**config.mk**
```make
export PLATFORM = sky130hd
export DESIGN_NAME = base_rrlock_arb
export DESIGN_NICKNAME = d
export VERILOG_FILES = /design/src/rtl/base_rrlock_arb.sv
export SDC_FILE = /design/constraint.sdc
export NUM_CORES = 1
export LEC_CHECK = 0
export ABC_AREA = 1
export CELL_PAD_IN_SITES_DETAIL_PLACEMENT = 1
export CELL_PAD_IN_SITES_GLOBAL_PLACEMENT = 1
export CORE_AREA = 5 5 154 156
export DETAILED_ROUTE_END_ITERATION = 8
export DIE_AREA = 0 0 159 161
export PLACE_DENSITY_LB_ADDON = 0.1
export SYNTH_ARGS = -nofsm -noshare
export SYNTH_HDL_FRONTEND = slang
export SYNTH_SLANG_ARGS = --single-unit
```
**constraint.sdc**
```tcl
create_clock -name clk -period 4 [get_ports clk]
set_clock_uncertainty 0.2 [all_clocks]
set_input_delay 1 -clock clk [delete_from_list [all_inputs] [get_ports clk]]
set_output_delay 1 -clock clk [all_outputs]
set_load 0.02 [all_outputs]
```
**src/rtl/base_rrlock_arb.sv**
```systemverilog
// N-way packet-locking arbiter: fixed-priority or round-robin selection, grant held
// from first beat to end-of-packet, single registered output stage.
module base_rrlock_arb #(
  parameter int ways  = 4,
  parameter int width = 64,
  parameter int ptrw  = 2
) (
  input  logic                  clk,
  input  logic                  reset,
  input  logic                  i_mode,
  input  logic [0:ways-1]       i_v,
  output logic [0:ways-1]       i_r,
  input  logic [0:ways*width-1] i_d,
  input  logic [0:ways-1]       i_e,
  output logic                  o_v,
  input  logic                  o_r,
  output logic [0:width-1]      o_d,
  output logic                  o_e,
  output logic [0:ways-1]       o_s
);

  logic                o_v_q, o_v_d;
  logic [0:width-1]    o_d_q, o_d_d;
  logic                o_e_q, o_e_d;
  logic [0:ways-1]     o_s_q, o_s_d;
  logic                lock_q, lock_d;
  logic [ptrw-1:0]     lway_q, lway_d;
  logic [ptrw-1:0]     ptr_q, ptr_d;

  logic                ld;
  logic                win_v;
  logic [ptrw-1:0]     win_idx;
  logic [ptrw-1:0]     rr_idx [ways];
  logic [0:width-1]    way_d  [ways];

  assign ld = ~o_v_q | o_r;

  // rr_idx[j] is the way visited j-th when scanning round-robin from ptr.
  for (genvar gi = 0; gi < ways; gi++) begin : g_way
    logic [ptrw:0] sum;
    assign sum         = {1'b0, ptr_q} + (ptrw+1)'(gi);
    assign rr_idx[gi]  = (sum >= (ptrw+1)'(ways)) ? ptrw'(sum - (ptrw+1)'(ways)) : ptrw'(sum);
    assign way_d[gi]   = i_d[gi*width +: width];
    assign i_r[gi]     = ld & win_v & (win_idx == ptrw'(gi));
  end

  // Scans run from the lowest-priority candidate upward so the last hit wins.
  always_comb begin : select
    win_v   = 1'b0;
    win_idx = '0;
    if (lock_q) begin
      win_v   = i_v[lway_q];
      win_idx = lway_q;
    end else if (!i_mode) begin
      for (int k = ways-1; k >= 0; k--) begin
        if (i_v[k]) begin
          win_v   = 1'b1;
          win_idx = ptrw'(k);
        end
      end
    end else begin
      for (int j = ways-1; j >= 0; j--) begin
        if (i_v[rr_idx[j]]) begin
          win_v   = 1'b1;
          win_idx = rr_idx[j];
        end
      end
    end
  end

  always_comb begin : next_state
    o_v_d  = o_v_q;
    o_d_d  = o_d_q;
    o_e_d  = o_e_q;
    o_s_d  = o_s_q;
    lock_d = lock_q;
    lway_d = lway_q;
    ptr_d  = ptr_q;
    if (ld) begin
      o_v_d = win_v;
      if (win_v) begin
        o_d_d          = way_d[win_idx];
        o_e_d          = i_e[win_idx];
        o_s_d          = '0;
        o_s_d[win_idx] = 1'b1;
        lock_d         = ~i_e[win_idx];
        if (!i_e[win_idx]) begin
          lway_d = win_idx;
        end
        if (i_e[win_idx] && i_mode) begin
          ptr_d = (win_idx == ptrw'(ways-1)) ? '0 : win_idx + 1'b1;
        end
      end
    end
  end

  always_ff @(posedge clk) begin
    if (reset) begin
      o_v_q  <= 1'b0;
      o_d_q  <= '0;
      o_e_q  <= 1'b0;
      o_s_q  <= '0;
      lock_q <= 1'b0;
      lway_q <= '0;
      ptr_q  <= '0;
    end else begin
      o_v_q  <= o_v_d;
      o_d_q  <= o_d_d;
      o_e_q  <= o_e_d;
      o_s_q  <= o_s_d;
      lock_q <= lock_d;
      lway_q <= lway_d;
      ptr_q  <= ptr_d;
    end
  end

  assign o_v = o_v_q;
  assign o_d = o_d_q;
  assign o_e = o_e_q;
  assign o_s = o_s_q;

endmodule

```
# Word level (Yosys, flattened, before mapping)
# Index checks and enable logic that the tools add are counted.
# W data, S select, Z words.
[totals] register_bits=75 in_bits=268 output_inout_bits=74 wordCells=97
[classes] add_sub_neg=8 order_cmp=11 eq_ne=3 muxes=48 n_bitwise=14 n_reduce_logical=6
[ops] operator="$bmux W64 S2" n=1
[ops] operator="$mux W64" n=2
[ops] operator="$mux W2" n=15
[ops] operator="$ge A3 B3 Y1 const B" n=9
[ops] operator="$mux W1" n=23
[ops] operator="$not A2 Y3" n=6
[ops] operator="$bmux W1 S2" n=6
[ops] operator="$sub A2 B1 Y2 const B" n=4
[ops] operator="$add A2 B2 Y3 const B" n=2
[ops] operator="$reduce_and A3 Y1" n=2
[ops] operator="$and A1 B1 Y1" n=5
[ops] operator="$eq A2 B2 Y1 const B" n=2
[ops] operator="$add A2 B1 Y3 const B" n=1
[ops] operator="$ge A2 B3 Y1 const B" n=1
[ops] operator="$lt A3 B1 Y1 const B" n=1
[ops] operator="$add A2 B1 Y2 const B" n=1
[ops] operator="$demux W1 S2" n=1
[ops] operator="$eq A2 B1 Y1 const B" n=1
[ops] operator="$logic_and A1 B1 Y1" n=2
[ops] operator="$logic_not A2 Y1" n=1
[ops] operator="$not A1 Y1" n=2
[ops] operator="$reduce_and A2 Y1" n=1
[ops] operator="$or A1 B1 Y1" n=1

# Depth between registers and ports, before layout
# Gate-level depths: netlist (run 1).
[logic_depth] ltp_word=19 ltp_mapped=19 ltp_nobuf=16

# Worst setup path after synthesis (run 1)
# Ideal clock, no wire load.
[synth_timing] path_type="in2out" start="input port i_v[3] (netlist bit)" end="output port i_r[3] (netlist bit)" t_arrival_ns=2.597 t_required_ns=2.800 path_slack_ns=0.203 stages=12 n_path_buf=1 cell_sequence="inv_1 o21ai_2 nand2_1 nand3_1 nor2_1 o21ai_1 nand2_1 a21oi_2 buf_1 ha_1 inv_1 nor2_1"
[synth_via] elab_chain_len=11 elab_cells_between_ends=38 classes_between="eq/ne: 1; mux: 35; bitwise: 2"
[synth_lines] element="start, declared" line="11" rtl="input logic [0:ways-1] i_v,"
[synth_lines] element="$bmux W1 S2" line="63" rtl="if (i_v[rr_idx[j]]) begin"
[synth_lines] element="$mux W1 (implied by the code) (2 in a row)" line="63"
[synth_lines] element="$mux W2 (4 in a row)" line="63"
[synth_lines] element="$mux W2 (*)" line="54" rtl="end else if (!i_mode) begin"
[synth_lines] element="$mux W2 (*)" line="51" rtl="if (lock_q) begin"
[synth_lines] element="via win_idx[1]" line="32" rtl="logic [ptrw-1:0] win_idx;"
[synth_lines] element="$eq A2 B2 Y1 (*)" line="44" rtl="assign i_r[gi] = ld & win_v & (win_idx == ptrw'(gi));"
[synth_lines] element="$and A1 B1 Y1 (*)" line="44"
[synth_lines] element="end, declared" line="12" rtl="output logic [0:ways-1] i_r,"
# Mark *: on every way through the listed nets, which the timed path passes. The rest lies on a longest branch. The select of a mux whose other input is x is not followed.

# Worst setup path in the final report (run 1)
[layout_timing] start="input port i_v[0] (netlist bit)" end="output port i_r[1] (netlist bit)"
[layout_via] elab_chain_len=11 elab_cells_between_ends=32 classes_between="eq/ne: 1; mux: 29; bitwise: 2"
[layout_lines] element="$bmux W1 S2" line="63"
[layout_lines] element="$mux W1 (implied by the code) (2 in a row)" line="63"
[layout_lines] element="$mux W2 or $mux W1 (tied branches) (4 in a row)" line="63"
[layout_lines] element="$mux W2 or $mux W1 (tied branches)" line="54"
[layout_lines] element="$mux W2 or $mux W1 (tied branches)" line="51"
[layout_lines] element="$eq A2 B1 Y1 or $and A1 B1 Y1 (tied branches)" line="44"
[layout_lines] element="$and A1 B1 Y1 (*)" line="44"
# Every way passes the cells marked *; elsewhere a longest branch is shown, timed or not. The select of a mux whose other input is x is not followed.

==> results of run 1 <==
worst max-delay path: stages:
cell,delay [ns]
dlygate4sd2_1,0.30
inv_1,0.08
nand2_1,0.10
nand3_1,0.07
nand2_1,0.09
nand3_2,0.08
nand3_1,0.09
nand3_2,0.10
nand2_4,0.08
nand2_4,0.07
buf_4,0.15
ha_1,0.17
nand2_1,0.08
inv_1,0.04
buf_2,0.15
what timing repair did:
action,4_1_cts,5_1_grt
cloned,0,0
pin swaps,4,1
gates resized for setup,26,3
setup endpoints to repair,4,1
worst paths after layout:
path | to | start | depth (start not counted) | slack, ns
setup / recovery | i_r[1] | i_v[0] | 15 | 0.16
hold / removal | o_s[3] | o_s[3] | 2 | 0.27
setup reg to reg | o_d[59] | ptr_q[0] | 16 | 0.73
hold reg to reg | o_s[3] | o_s[3] | 2 | 0.27
sequential cells by signal (all words and copies together), names as in the netlist:
name / cells
lock_q: 1
o_e: 1
o_v: 1
lway_q: 2
ptr_q: 2
o_d: 64
o_s: 4
routing by layer:
metal | up-vias | part of all wire, % | GRT usage, %
li1 | 3441 | - | -
met4 | 0 | 2.1 | 5.622
met2 | 195 | 50 | 31.91
met3 | 27 | 7.1 | 5.588
met1 | 3059 | 41 | 20.31
met5 | - | 0 | 0
final cells by class:
type / count / area, um^2
Multi-Input combinational cell: 689 / 3074
Inverter: 32 / 126.4
Antenna cell: 1 / 2.502
Tap cell: 285 / 356.6
Sequential cell: 75 / 1501
Clock buffer: 14 / 264.0
Clock inverter: 2 / 10.01
Fill cell: 2841 / 13250
Timing Repair Buffer: 372 / 3638
cell families (layout without fill, tap and decap cells):
logic type | Yosys count | count (layout) | synth area share, %
AO/OA/AOI/OAI | 147 | 147 | 14.98
adder cells (fa/ha/maj) | 4 | 4 | 0.9956
buffers and inverters | 96 | 420 | 9.657
flip-flops | 75 | 75 | 29.87
other | 0 | 1 | 0
AND/OR/NAND/NOR | 538 | 538 | 44.50
synth_stat cells:
library cell	instances
a21oi_2	1
o21ai_1	1
clkinv_1	1
o21ai_2	1
buf_4	3
buf_6	11
inv_2	2
nand2_2	2
clkinv_2	1
o211ai_1	1
buf_1	4
a21oi_1	74
buf_2	22
o21ai_0	67
nand3_2	2
ha_1	4
nand2_1	371
o41ai_1	1
dfxtp_1	75
nor2_1	13
a41oi_1	1
inv_1	27
nand2_4	2
clkbuf_1	24
nand3_1	148
inv_4	1
stage by stage:
step | TNS (ns) | std cells
after floorplan | 0 | 860
after global placement | -9.478 | 1453
after detailed placement | -12.77 | 1453
after CTS | 0 | 1469
after global routing | 0 | 1470
final | 0 | 1470
report_power, final:
group          internal [mW]  switching [mW]
sequential              1.06           0.156
combinational           1.57            2.45
clock                  0.453           0.303
==> impl_metrics.env, run 1 <==
export IMPL_status="complete, no violations"
export IMPL_max_freq_mhz=260.4
export IMPL_yosysUniqueCellTypes=26
export IMPL_first_pass_iters=4
export IMPL_syn_nets=1132
export IMPL_clk_path_buf_depth=2
export IMPL_routed_wl_mm=24.26
export IMPL_avgSynthCellArea_um2=5.846
export IMPL_p_per_area_nw_per_um2=667.2
export IMPL_post_cts_buffers=0
export IMPL_clkSinkCount=75
export IMPL_utilization_pct=40.37
export IMPL_worstSetupEndpointType="primary output"
export IMPL_final_cell_mix="nand2_1 (370), clkdlybuf4s50_1 (333), nand3_1 (147)"
export IMPL_setup_viol=0
export IMPL_row_count=55
export IMPL_grt_pass1_wl_mm=37.03
export IMPL_yosysSeqAreaShare_pct=29.87
export IMPL_p_total_mw=5.987
export IMPL_yosys_area_top_type="dfxtp_1"
export IMPL_period_share_pct=96.01
export IMPL_place_congestion=0.7943
export IMPL_core_area_um2=22230
export IMPL_whs_ns=0.2650
export IMPL_numCtsBuffers=9
export IMPL_final_nets=1451
export IMPL_synth_warnings=0
export IMPL_die_x_um=159
export IMPL_port_buffers=341
export IMPL_synth_top_area_share_pct=29.87
export IMPL_antenna_found_initial=1
export IMPL_crit_arrival_ns=2.64
export IMPL_io_pins=342
export IMPL_hold_viol_final=0
export IMPL_final_cell_area_um2=8974
export IMPL_grt_pass1_vias=6707
export IMPL_grt_max_degree=71
export IMPL_rsz0062_at_grt="no"
export IMPL_min_period_ns=3.841
export IMPL_syn_inst=860
export IMPL_synthesis_area_um2=5027
export IMPL_slew_violations=0
export IMPL_maxSlewHeadroom_pct=51.01
export IMPL_setup_ws_ns=0.1594
export IMPL_cp_max_fo=5
export IMPL_clk_pin_slew_ns=0.06
export IMPL_htreeDepth=3
export IMPL_syn2layout_area_growth_pct=78.50
export IMPL_initial_core_util_pct=22.62
export IMPL_drc=0
export IMPL_tightest_slew_ns=0.7349
export IMPL_die_y_um=161
export IMPL_dieArea_um2=25600
export IMPL_final_common_cell="nand2_1"
export IMPL_cp_required_ns=2.80
export IMPL_cap_violations=0
export IMPL_drtIter0Drc=198
export IMPL_drive_above_1_share_pct=5.828
export IMPL_wl_per_cell_um=16.50
export IMPL_vias_per_cell=4.573
export IMPL_synth_area_leaders="dfxtp_1 (30%), nand2_1 (28%), nand3_1 (15%)"
export IMPL_clk_latency_ns=0.33
export IMPL_grt_overflow_total=0
export IMPL_hold_class="reg2reg"
export IMPL_cts_root_buffer="clkbuf_16"
export IMPL_dp_hpwl_mm=18.59
export IMPL_dp_slack_ns=-0.5450
export IMPL_vias=6722
export IMPL_startpoint_type="input pin"
export IMPL_grt_usage_pct=17.85
export IMPL_peakVddDrop_mv=0.4683
export IMPL_ant_nets=0
export IMPL_ys_ff_latch=75
export IMPL_place_area_um2=8693
export IMPL_cts_tree="done"
export IMPL_ctsHoldBuffers=0
export IMPL_leakagePower_nw=3.941
export IMPL_path_class="in2out"
Power figures use the tool's default switching activity.
==> run 2, diff against run 1 <==
MAX_ROUTING_LAYER = met4   (was unset)
==> impl_metrics.env, run 2 (synthesized netlist as in run 1, its figures left out) <==
export IMPL_status="complete, no violations"
export IMPL_path_cells="dlygate4sd2_1 > inv_1 > nand2_1 > nand3_1 > nand2_1 > nand3_2 > nand3_1 > nand3_2 > nand2_4 > nand2_4 > buf_4 > ha_1 > nand2_1 > inv_1 > buf_2"
export IMPL_ant_nets=0
export IMPL_htreeDepth=3
export IMPL_die_x_um=159
export IMPL_place_congestion=0.8056
export IMPL_cp_required_ns=2.80
export IMPL_setup_tns_ns=0
export IMPL_path_class="in2out"
export IMPL_p_per_area_nw_per_um2=667.1
export IMPL_multi_input_area_um2=3074
export IMPL_ctsHoldBuffers=0
export IMPL_dp_hpwl_mm=18.59
export IMPL_maxSlewHeadroom_pct=51.62
export IMPL_port_buffers=341
export IMPL_hold_viol_final=0
export IMPL_final_common_cell="nand2_1"
export IMPL_rsz0062_at_grt="no"
export IMPL_worstSetupEndpointType="primary output"
export IMPL_tightest_slew_ns=0.7258
export IMPL_core_area_um2=22230
export IMPL_vias=6700
export IMPL_drc=0
export IMPL_hold_class="reg2reg"
export IMPL_numCtsBuffers=9
export IMPL_routed_wl_mm=24.27
export IMPL_cp_max_fo=5
export IMPL_grt_max_degree=71
export IMPL_peakVddDrop_mv=0.4682
export IMPL_clkSinkCount=75
export IMPL_syn2layout_area_growth_pct=78.50
export IMPL_drtIter0Drc=204
export IMPL_dieArea_um2=25600
export IMPL_cts_root_buffer="clkbuf_16"
export IMPL_clk_path_buf_depth=2
export IMPL_setup_viol=0
export IMPL_drive_above_1_share_pct=5.828
export IMPL_crit_path_top_delay_cell="dlygate4sd2_1"
export IMPL_grt_usage_pct=18.38
export IMPL_regArea_um2=1501
export IMPL_slew_violations=0
export IMPL_post_cts_buffers=0
export IMPL_final_nets=1451
export IMPL_first_pass_iters=4
export IMPL_startpoint_type="input pin"
export IMPL_finalNonFillerCells=1470
export IMPL_min_period_ns=3.840
export IMPL_grt_pass1_vias=6733
export IMPL_leakagePower_nw=3.941
export IMPL_final_cell_mix="nand2_1 (370), clkdlybuf4s50_1 (333), nand3_1 (147)"
export IMPL_placed_cells=1453
export IMPL_grt_pass1_wl_mm=36.98
export IMPL_wl_per_cell_um=16.51
export IMPL_period_share_pct=96.00
export IMPL_largest_reg_flops=64
export IMPL_vias_per_cell=4.558
export IMPL_clk_latency_ns=0.33
export IMPL_utilization_pct=40.37
export IMPL_critical_path_max_stage_delay_ns=0.30
export IMPL_cp_common_cell="nand2_1"
export IMPL_place_area_um2=8693
export IMPL_grt_overflow_total=0
export IMPL_cap_violations=0
export IMPL_row_count=55
export IMPL_fill_cells=2841
export IMPL_final_cell_area_um2=8974
export IMPL_die_y_um=161
export IMPL_io_pins=342
export IMPL_cts_tree="done"
export IMPL_antenna_found_initial=1
export IMPL_clk_pin_slew_ns=0.06
export IMPL_initial_core_util_pct=22.62
export IMPL_r2r_slack_ns=0.74
export IMPL_max_freq_mhz=260.4
export IMPL_p_total_mw=5.986
export IMPL_crit_arrival_ns=2.64
-- run 2: cell counts in the layout (fill, tap and decap cells not counted) --
No cell type changed its count.
-- run 2: routing by layer --
layer / track usage (%) / vias to the layer above / part of all wire [%] / routed length (um)
met3: 5.078 / 27 / 6.7 / 1621
met1: 20.56 / 3039 / 41 / 9900
met4: 5.622 / 0 / 2.1 / 507
met5: - / - / 0 / 0
li1: - / 3440 / - / -
met2: 32.02 / 194 / 50 / 12240
-- run 2: path summary, 6_finish.rpt --
check / start / to / depth (start not counted)
setup / recovery: i_v[0] / i_r[1] / 15
hold / removal: o_s[3] / o_s[3] / 2
setup reg to reg: ptr_q[0] / o_d[59] / 16
hold reg to reg: o_s[3] / o_s[3] / 2
-- run 2: repair_timing --
item	in CTS	in global routing
gates resized for setup	26	3
setup endpoints to repair	4	1
pin swaps	4	1
-- run 2: final cells by class --
| type | count | area share, % |
|---|---|---|
| repair buffers | 372 | 40.55 |
| multi-input cells | 689 | 34.26 |
| flip-flops and latches | 75 | 16.73 |
| well taps | 285 | 3.974 |
| clock buffers | 14 | 2.942 |
| inverters | 32 | 1.408 |
| clock inverters | 2 | 0.1115 |
| diodes | 1 | 0.02789 |
-- run 2: per-stage QoR --
step | setup slack (ns) | hold WS, ns
2_1_floorplan | 0.2033 | 0.2652
3_3_place_gp | -0.5389 | 0.2512
3_5_place_dp | -0.5450 | 0.2573
4_1_cts | 0.08555 | 0.2692
5_1_grt | 0.004250 | 0.2872
6_report | 0.1602 | 0.2650
-- run 2: worst max-delay path, delay by kind of cell --
family        cells  cell delay [ns]
simple gates      9             0.76
buf+inv           5             0.72
fa+ha+maj         1             0.17
-- run 2: power by group --
group	switching (mW)	leakage, nW	total (mW)	internal [mW]
logic	2.45	3.18	4.02	1.57
clock network	0.303	0.137	0.756	0.453
registers	0.156	0.624	1.21	1.06
total	2.91	3.94	5.99	3.08
==> run 3, diff against run 2 <==
CORE_AREA = 5 5 151 153   (was 5 5 154 156)
DIE_AREA = 0 0 156 158   (was 0 0 159 161)
clock period = 4.8 ns   (was 4 ns; I/O delays follow)
==> impl_metrics.env, run 3 (synthesized netlist as in run 1, its figures left out) <==
export IMPL_grt_overflow_total=0
export IMPL_hold_end="o_s[3]"
export IMPL_rr_startpoint="ptr_q[0]"
export IMPL_utilization_pct=41.83
export IMPL_placed_cells=1444
export IMPL_first_pass_iters=4
export IMPL_grt_usage_pct=19.49
export IMPL_grt_pass1_vias=6838
export IMPL_finalNonFillerCells=1461
export IMPL_holdCritStartpoint="o_s[3]"
export IMPL_core_area_um2=21420
export IMPL_place_area_um2=8645
export IMPL_drive_above_1_share_pct=5.169
export IMPL_setup_tns_ns=0
export IMPL_antenna_found_initial=1
export IMPL_cp_common_cell="nand2_1"
export IMPL_leakagePower_nw=3.931
export IMPL_numCtsBuffers=9
export IMPL_hold_class="reg2reg"
export IMPL_clk_latency_ns=0.33
export IMPL_port_buffers=341
export IMPL_dp_hpwl_mm=18.65
export IMPL_htreeDepth=3
export IMPL_max_freq_mhz=217.8
export IMPL_startpoint_type="input pin"
export IMPL_path_class="in2out"
export IMPL_whs_path_depth=2
export IMPL_cp_max_fo=4
export IMPL_cap_violations=0
export IMPL_cts_resized=4
export IMPL_period_share_pct=95.67
export IMPL_clkSinkCount=75
export IMPL_routed_wl_mm=24.54
export IMPL_path_cells="clkdlybuf4s50_1 > inv_1 > nand2_1 > nand2_1 > nor2_1 > nor2_1 > nor2_1 > o21ai_1 > nand2_1 > nand2_1 > nand2_2 > ha_1 > nand2_1 > inv_1 > clkdlybuf4s15_1"
export IMPL_die_y_um=158
export IMPL_status="complete, no violations"
export IMPL_vias=6742
export IMPL_row_count=54
export IMPL_rsz0062_at_grt="no"
export IMPL_vias_per_cell=4.615
export IMPL_io_pins=342
export IMPL_final_cell_area_um2=8960
export IMPL_cp_required_ns=3.40
export IMPL_drtIter0Drc=312
export IMPL_crit_arrival_ns=3.19
export IMPL_r2r_end="o_e"
export IMPL_cts_root_buffer="clkbuf_16"
export IMPL_p_per_area_nw_per_um2=567.7
export IMPL_clk_path_buf_depth=2
export IMPL_ctsHoldBuffers=0
export IMPL_min_period_ns=4.592
export IMPL_fill_cells=2772
export IMPL_tightest_slew_ns=0.8082
export IMPL_final_common_cell="nand2_1"
export IMPL_grt_pass1_wl_mm=36.82
export IMPL_clk_pin_slew_ns=0.06
export IMPL_peakVddDrop_mv=0.3237
export IMPL_place_congestion=0.8134
export IMPL_syn2layout_area_growth_pct=78.22
export IMPL_wl_per_cell_um=16.79
export IMPL_slew_violations=0
export IMPL_r2r_slack_ns=1.75
export IMPL_drc=0
export IMPL_die_x_um=156
export IMPL_maxSlewHeadroom_pct=46.12
export IMPL_hold_viol_final=0
export IMPL_final_cell_mix="nand2_1 (370), clkdlybuf4s50_1 (337), nand3_1 (148)"
export IMPL_grt_max_degree=77
export IMPL_setup_viol=0
export IMPL_final_nets=1447
export IMPL_critical_path_max_stage_delay_ns=0.56
export IMPL_dieArea_um2=24650
export IMPL_crit_path_top_delay_cell="clkdlybuf4s50_1"
export IMPL_post_cts_buffers=0
export IMPL_cts_tree="done"
export IMPL_r2r_worst_path_cells=15
export IMPL_cp_top_family="buffers and inverters"
export IMPL_ant_nets=0
export IMPL_worst_path_buf_inv=4
export IMPL_initial_core_util_pct=23.47
export IMPL_worstSetupEndpointType="primary output"
export IMPL_largest_reg_flops=64
[run 3: cell count changes in the layout (fill, tap and decap cells not counted), moves of 2 or more]
cell,previous run,this run
dlygate4sd2_1,4,0
inv_1,24,26
bufinv_16,0,2
buf_2,2,0
buf_4,32,27
clkbuf_2,0,3
clkdlybuf4s50_1,333,337
inv_2,5,3
clkbuf_1,3,0
[run 3: how the worst max path moves through the flow]
stage	startpoint	endpoint	slack, ns	cells past startpoint
after CTS	i_v[0]	i_r[2]	0.10	15
final	i_v[0]	i_r[1]	0.21	15
after floorplan	i_v[3]	i_r[3]	0.60	12
after global routing	i_v[0]	i_r[1]	0.02	15
after global placement	i_v[0]	i_r[2]	-0.13	14
after detailed placement	i_v[3]	i_r[3]	-0.14	12
[run 3: report_power, final]
group	switching [mW]	internal (mW)	leakage, nW
registers	0.135	0.881	0.624
clock network	0.271	0.481	0.165
logic	2.03	1.29	3.14
total	2.44	2.65	3.93
[run 3: per-stage QoR]
stage | total power, mW | hold WS (ns) | worst slack [ns]
3_5_place_dp | 4.436 | 0.2630 | -0.1442
6_report | 5.087 | 0.2654 | 0.2079
3_3_place_gp | 4.405 | 0.2496 | -0.1338
4_1_cts | 5.210 | 0.2708 | 0.1019
5_1_grt | 5.566 | 0.2983 | 0.01980
2_1_floorplan | 3.112 | 0.2652 | 0.6033
[run 3: worst reg2reg max path, stage by stage (launching register included)]
cell and delay, ns:
dfxtp_1 0.58, nand2_1 0.12, o21ai_2 0.10, buf_4 0.13, nor2_1 0.03, nor2_1 0.09
nand3_1 0.10, nand3_2 0.10, nand2_4 0.06, nand2_4 0.10, buf_4 0.60, nand2_1 0.16
nand3_1 0.12, nand3_1 0.21, o211ai_1 0.18, inv_1 0.05
[run 3: cell type report]
cell class | count | area (um^2) | share of cell area (%)
Multi-Input combinational cell | 689 | 3050 | 34.05
Clock buffer | 11 | 252.7 | 2.821
Inverter | 32 | 126.4 | 1.410
Tap cell | 280 | 350.3 | 3.910
Clock inverter | 5 | 75.07 | 0.8379
Sequential cell | 75 | 1501 | 16.76
Antenna cell | 1 | 2.502 | 0.02793
Timing Repair Buffer | 368 | 3601 | 40.19
[run 3: metal layers]
| layer | wire [um] | GRT usage [%] | vias to the layer above |
|---|---|---|---|
| li1 | - | - | 3431 |
| met5 | 0 | - | - |
| met2 | 12480 | 34.39 | 194 |
| met3 | 1654 | 4.866 | 24 |
| met4 | 461 | 5.419 | 0 |
| met1 | 9936 | 21.93 | 3093 |
